**src/rtl/updown_counter_mod.sv**
```systemverilog
// Parametrised synchronous up/down modulo counter with load, enable,
// wrap/saturate mode, combinational terminal count and a registered wrap pulse.
module updown_counter_mod #(
   parameter int WIDTH   = 4,
   parameter int MAX_VAL = (1 << WIDTH) - 1,
   parameter int RST_VAL = MAX_VAL
) (
   input  logic             CLK,
   input  logic             Reset_n,
   input  logic             En,
   input  logic             Up,
   input  logic             Sat,
   input  logic             Load,
   input  logic [WIDTH-1:0] D,
   output logic [WIDTH-1:0] Q,
   output logic             TC,
   output logic             Wrapped
);

   localparam logic [WIDTH-1:0] max_q  = WIDTH'(MAX_VAL);
   localparam logic [WIDTH-1:0] rst_q  = WIDTH'(RST_VAL);
   localparam logic [WIDTH-1:0] zero_q = {WIDTH{1'b0}};
   localparam logic [WIDTH-1:0] one_q  = WIDTH'(1);

   logic [WIDTH-1:0] q_r;
   logic             wrap_r;
   logic [WIDTH-1:0] q_nxt_s;
   logic             wrap_nxt_s;
   logic             at_end_s;

   // End of the count range in the currently selected direction
   always_comb begin
      at_end_s = 1'b0;
      if (Up) begin
         at_end_s = (q_r == max_q);
      end else begin
         at_end_s = (q_r == zero_q);
      end
   end

   // Next count and wrap pulse; Load outranks En
   always_comb begin
      q_nxt_s    = q_r;
      wrap_nxt_s = 1'b0;
      case ({Load, En})
         2'b10, 2'b11: begin
            // Out-of-range load data clamps so unused codes stay unreachable
            if (D > max_q) begin
               q_nxt_s = max_q;
            end else begin
               q_nxt_s = D;
            end
         end
         2'b01: begin
            if (!at_end_s) begin
               q_nxt_s = Up ? (q_r + one_q) : (q_r - one_q);
            end else if (Sat) begin
               q_nxt_s = q_r;
            end else begin
               q_nxt_s    = Up ? zero_q : max_q;
               wrap_nxt_s = 1'b1;
            end
         end
         2'b00: begin
            q_nxt_s = q_r;
         end
         default: begin
            q_nxt_s    = q_r;
            wrap_nxt_s = 1'b0;
         end
      endcase
   end

   // Count and wrap-pulse registers
   always_ff @(posedge CLK or negedge Reset_n) begin
      if (!Reset_n) begin
         q_r    <= rst_q;
         wrap_r <= 1'b0;
      end else begin
         q_r    <= q_nxt_s;
         wrap_r <= wrap_nxt_s;
      end
   end

   assign Q       = q_r;
   assign Wrapped = wrap_r;
   assign TC      = En & at_end_s;

endmodule
```
**config.mk**
```make
export PLATFORM = sky130hd
export DESIGN_NAME = updown_counter_mod
export DESIGN_NICKNAME = d
export VERILOG_FILES = /design/src/rtl/updown_counter_mod.sv
export SDC_FILE = /design/constraint.sdc
export NUM_CORES = 1
export LEC_CHECK = 0
export CAP_MARGIN = 20
export CORE_AREA = 2 2 39 41
export DETAILED_ROUTE_END_ITERATION = 12
export DIE_AREA = 0 0 41 43
export PLACE_DENSITY = 0.71
export SLEW_MARGIN = 20
export SYNTH_ARGS = -nofsm -noshare
export SYNTH_HDL_FRONTEND = slang
export SYNTH_SLANG_ARGS = --single-unit
```
**constraint.sdc**
```tcl
create_clock -name CLK -period 4.3 [get_ports CLK]
set_input_delay 0.43 -clock CLK [delete_from_list [all_inputs] [get_ports CLK]]
set_output_delay 0.43 -clock CLK [all_outputs]
set_load 0.005 [all_outputs]
```
* Word-level counts from Yosys, hierarchy flattened
Cells that the tools add are included.
** Word-level totals
- Input port bits :: 10
- Output and inout bits :: 6
- Register bits after elaboration :: 5
** Cells by class
- Order comparisons :: 1
- Reductions and logical operators :: 4
- Equality and inequality tests :: 5
- Add/subtract/negate cells :: 2
- Muxes and demuxes :: 10
- Bitwise operators :: 2
** Operator list (count)
- 2-to-1 mux 4 bit :: 5
- one-hot mux 4 bit (2 select lines) :: 1
- adder 4 x 1 -> 4 bit (second input constant) :: 1
- == test 2 bit (second input constant) :: 2
- == test 4 bit (second input constant) :: 1
- greater-than comparator 4 bit (second input constant) :: 1
- logical NOT 4 bit :: 1
- 2-to-1 mux 1 bit :: 4
- subtractor 4 x 1 -> 4 bit (second input constant) :: 1
- inequality test 3 bit (second input constant) :: 1
- == test 2 x 1 -> 1 bit (second input constant) :: 1
- logical NOT 2 bit :: 1
- AND reduction 2 bit :: 1
- OR reduction 2 bit :: 1
- bitwise AND 1 bit :: 1
- NOT 1 bit :: 1

* Depth between registers and ports, before layout
- Depth after elaboration :: 4
- Gate-level depth with buffers :: 7
- Gate-level depth less buffers :: 7

* Worst setup path after synthesis
No wires, ideal clock.
- Path type :: reg2reg
- Start point :: register q_r[1] (netlist: Q[1])
- End point :: register q_r[3] (netlist: Q[3])
- Path slack :: 2.579 ns
- Library setup time :: 0.098 ns
- Buffers on the path :: 0
- Period minus slack after synthesis :: 1.721 ns
- Required time :: 4.202 ns
- Arrival :: 1.623 ns
- Cell stages (with the launch flop) :: 7
- Cell sequence :: dfstp_2 ha_1 a21o_1 a21oi_2 xnor2_1 a2111oi_1 a221oi_1
** Between the ends
- Longest elaborated chain between the ends :: 4
- Elaborated cells on any way between the ends :: 10
- Classes of those cells :: add/sub: 2; eq/ne: 2; mux: 4; reduce/logical: 2
** Ends and longest elaborated chain
- from (decl) :: RTL line 25 : logic [WIDTH-1:0] q_r;
- from (signal assigned) :: RTL line 77 : q_r <= rst_q;
- from (signal assigned) :: RTL line 80 : q_r <= q_nxt_s;
- subtractor 4 x 1 -> 4 bit, or another cell as far along :: RTL line 56 : q_nxt_s = Up ? (q_r + one_q) : (q_r - one_q);
- 2-to-1 mux 4 bit or 2-to-1 mux 1 bit (tied branches) :: RTL line 56, 34
- 2-to-1 mux 4 bit or inequality test 3 bit (tied branches)
- one-hot mux 4 bit (2 select lines) or AND reduction 2 bit (tied branches)
Several ways; a longest one is shown, not always the timed one.
A chain may end at the register's enable or synchronous reset.

* Worst setup path after layout
- Start point :: input Up
- End point :: output TC
** Between the ends
- Longest elaborated chain between the ends :: 2
** Ends and longest elaborated chain
- from (decl) :: RTL line 11 : input logic Up,
- 2-to-1 mux 1 bit :: RTL line 34 : if (Up) begin
- bitwise AND 1 bit :: RTL line 87 : assign TC = En & at_end_s;
- to (decl) :: RTL line 16 : output logic TC,
Every way passes these cells.

==> summary.txt <==
Yosys
  – Register bit total from synthesis: 5
  – Ys flop type: dfstp_2
  – Adder-cell area share of the yosys netlist: 10.5%
  – Post-synth cell types: 25
  – Number of synthesized flops with an enable pin: 0
  – Post-Syn Instances: 46
  – Post-Synth XOR/XNOR Area: 6.10%
  – Yosys top cell area share: 24.4%
  – Sequential area share after synthesis: 30.2%
  – Avg Cell Area, Syn: 9.36 µm²
  – Largest family of logic cells by synthesized area: simple AND/OR/NAND/NOR gates
  – Syn Nets: 59
  – Multiplexer share of the synthesized area: 5.23%
  – Mapped Area: 430 µm²
  – Compound-Gate Fraction of Synth Area: 21.5%
  – Simple-Gate Fraction of Synth Area: 23.0%
  – Yosys warns: 0
  – Area contributors post-synth: dfstp_2 (24%), a21oi_1 (5.8%), dfrtp_1 (5.8%)
  – Yosys top cell by area: dfstp_2
  – Asr flop ratio synth: 100%

Floorplan
  – Die X: 41 µm
  – Starting density of the core: 31.1%
  – Die height: 43 µm
  – Core Rows: 14
  – IO Pins: 16
  – Core ar.: 1380 µm²
  – Full die area: 1760 µm²

Setup path
  – CP required: 3.87 ns
  – Bufs and invs on worst path: 2
  – CP Cell Sequence: clkdlybuf4s50_1 -> or3_4 -> nor3_4 -> a21oi_1 -> nor2b_1 -> clkdlybuf4s50_1
  – R2r setup slk: 2.46 ns
  – Max incr delay on CP: 0.52 ns
  – Critical path data arrival time: 2.32 ns
  – Worst-path maximum fanout: 7
  – CP Capture Type: output pin
  – Worst setup SP type: input pin
  – CP max-delay cell: clkdlybuf4s50_1
  – WS Path Type: in -> out
  – CP top delay family: buffers and inverters
  – Worst path most repeated cell: clkdlybuf4s50_1

GRT
  – Number of global-route vias before repair: 349
  – Total gr overflow: 0
  – Global-route wire length before repair: 1400 µm
  – Pin count of the biggest net entering global routing: 9
  – Antenna violations before repair: 0
  – Tot GR Track Use: 11.6%

Clock network
  – Setup Fix Bufs, Post-CTS: 0
  – CTS buffer count: 3
  – CTS tree: built
  – Clock sinks: 5
  – Post-cts sizing count: 0
  – CTS clock-pin slew for the worst setup and hold paths: 0.04 ns
  – Clock buffer depth: 2
  – Hold Buf Count CTS: 0
  – CTS H-tree lvls: 1
  – Clk root buf: clkbuf_4
  – Worst-Skew Late Latency: 0.23 ns

Power and ir drop
  – VDD IR max: 0.142 mV
  – Leakage: 0.000251 µW
  – Pwr/cell area: 307 nW/µm²

Outcome
  – Status: finished clean

Detailed routing
  – Vias post-DR: 381
  – Routed Antenna Nets: 0
  – DRT iter0 DRCs: 11
  – # DRC: 0
  – Routed WL per cell: 10.7 µm
  – Via-per-instance ratio: 4.70
  – DR pass1 iterations: 4
  – Final WL: 870 µm

Timing
  – Setup violations, final: 0
  – Slew HR: 76.5%
  – Hold Fails Final Rpt: 0
  – Final setup TNS: 0 ns
  – Fin. max-slew vios: 0
  – Tcrit/Tclk final: 64.0%
  – Fin crit period: 2.75 ns
  – Setup Skew: 0.000510 ns
  – Worst Tran Pin Value: 0.352 ns
  – RSZ-0062 raised after global routing: false
  – FMAX: 363 MHz

Cells and area
  – Share of cells above drive strength 1: 20.0%
  – Ant diodes: 0
  – Final net count: 79
  – Area grow syn2layout: 45.6%
  – Finished Layout Cells: 81

Min path
  – Min-Delay Path Class: in -> async

Placed design
  – GPL Wtd Cong: 0.729
  – Post-placement cell count: 77
  – PortBufs: 15
  – Dpl hpwl: 749 µm

Job
  – Max-Cap Viols: 0
## path summary, 6_finish.rpt
path                              start  endpoint  cells after the start
worst max-delay path                 Up        TC                      6
worst min-delay path            Reset_n   Wrapped                      1
worst max register to register     Q[1]      Q[3]                      6
worst min register to register     Q[3]      Q[3]                      2
max in group asynchronous       Reset_n      Q[1]                      1
min in group CLK                   Q[3]      Q[3]                      2
## registers in the layout, indices dropped and copies added, names as in the netlist
register and count:
Q 4, Wrapped 1
## cells in the mapped netlist (2+ instances only)
master    n
a21oi_1   5
dfstp_2   4
ha_1      2
inv_1     4
mux2_2    2
nand2_1   5
nand2b_1  2
nand3_1   2
nor2b_1   2
o21ai_1   2
xnor2_1   2
## layout make-up
cell class                      count  area, µm²
Sequential cell                     5        130
Clock buffer                        4       26.3
Fill cell                         137        757
Timing Repair Buffer               15        150
Inverter                            4       15.0
Tap cell                           16       20.0
Multi-Input combinational cell     37        285
## layer usage
metal	vias to the layer above	part of all wire (%)	track usage (%)	routed length, µm
li1	205	-	-	-
met1	169	49	15.2	425
met2	7	48	16.9	421
met3	0	2.6	3.14	23
met4	0	0	6.00	0
met5	-	0	0	0
## cells in the final DEF (no fill, tap or decap)
cell type / count
a21oi_2: 1
xor2_1: 1
a211oi_1: 1
nand3_1: 2
inv_1: 4
nand2_1: 5
a21o_1: 1
nor3_1: 1
fa_1: 1
or3_4: 1
nand2b_1: 2
a2111oi_1: 1
o21ai_1: 2
o221ai_2: 1
nor2b_1: 2
clkdlybuf4s50_1: 15
and4_1: 1
clkbuf_1: 1
clkbuf_4: 3
dfrtp_1: 1
a221oi_1: 1
nor3_4: 1
ha_1: 2
nor2_1: 1
xnor2_1: 2
dfstp_2: 4
mux2_2: 2
a21oi_1: 5
## worst register-to-register path, cell delays in order, from the launching register on
cell and delay [ns]:
dfstp_2 0.59, ha_1 0.24, a21o_1 0.19, a21oi_2 0.14, xnor2_1 0.09, a2111oi_1 0.41, a221oi_1 0.10
## logic make-up after synthesis
| logic type | after synthesis |
|---|---|
| fa+ha+maj | 3 |
| simple gates | 16 |
| mux | 2 |
| buf+inv | 4 |
| xor+xnor | 3 |
| flops | 5 |
| compound gates | 13 |
## power by group
part / internal [µW] / switching, µW
combinational: 42.6 / 28.6
clock: 34.9 / 16.7
sequential: 58.0 / 11.8
total: 136 / 57.0
## stage by stage
stage          setup slack [ns]  instance area [µm²]  util, %  hold WS [ns]  power (µW)
2_1_floorplan              2.58                  430        -         0.134         110
3_3_place_gp               1.58                  601     43.4         0.536         142
3_5_place_dp               1.54                  601     43.4         0.543         143
4_1_cts                    1.54                  627     45.3         0.398         198
5_1_grt                    1.45                  627     45.3         0.415         209
6_report                   1.55                  627     45.3         0.406         193
No activity file was read; power rests on OpenSTA's default activity.
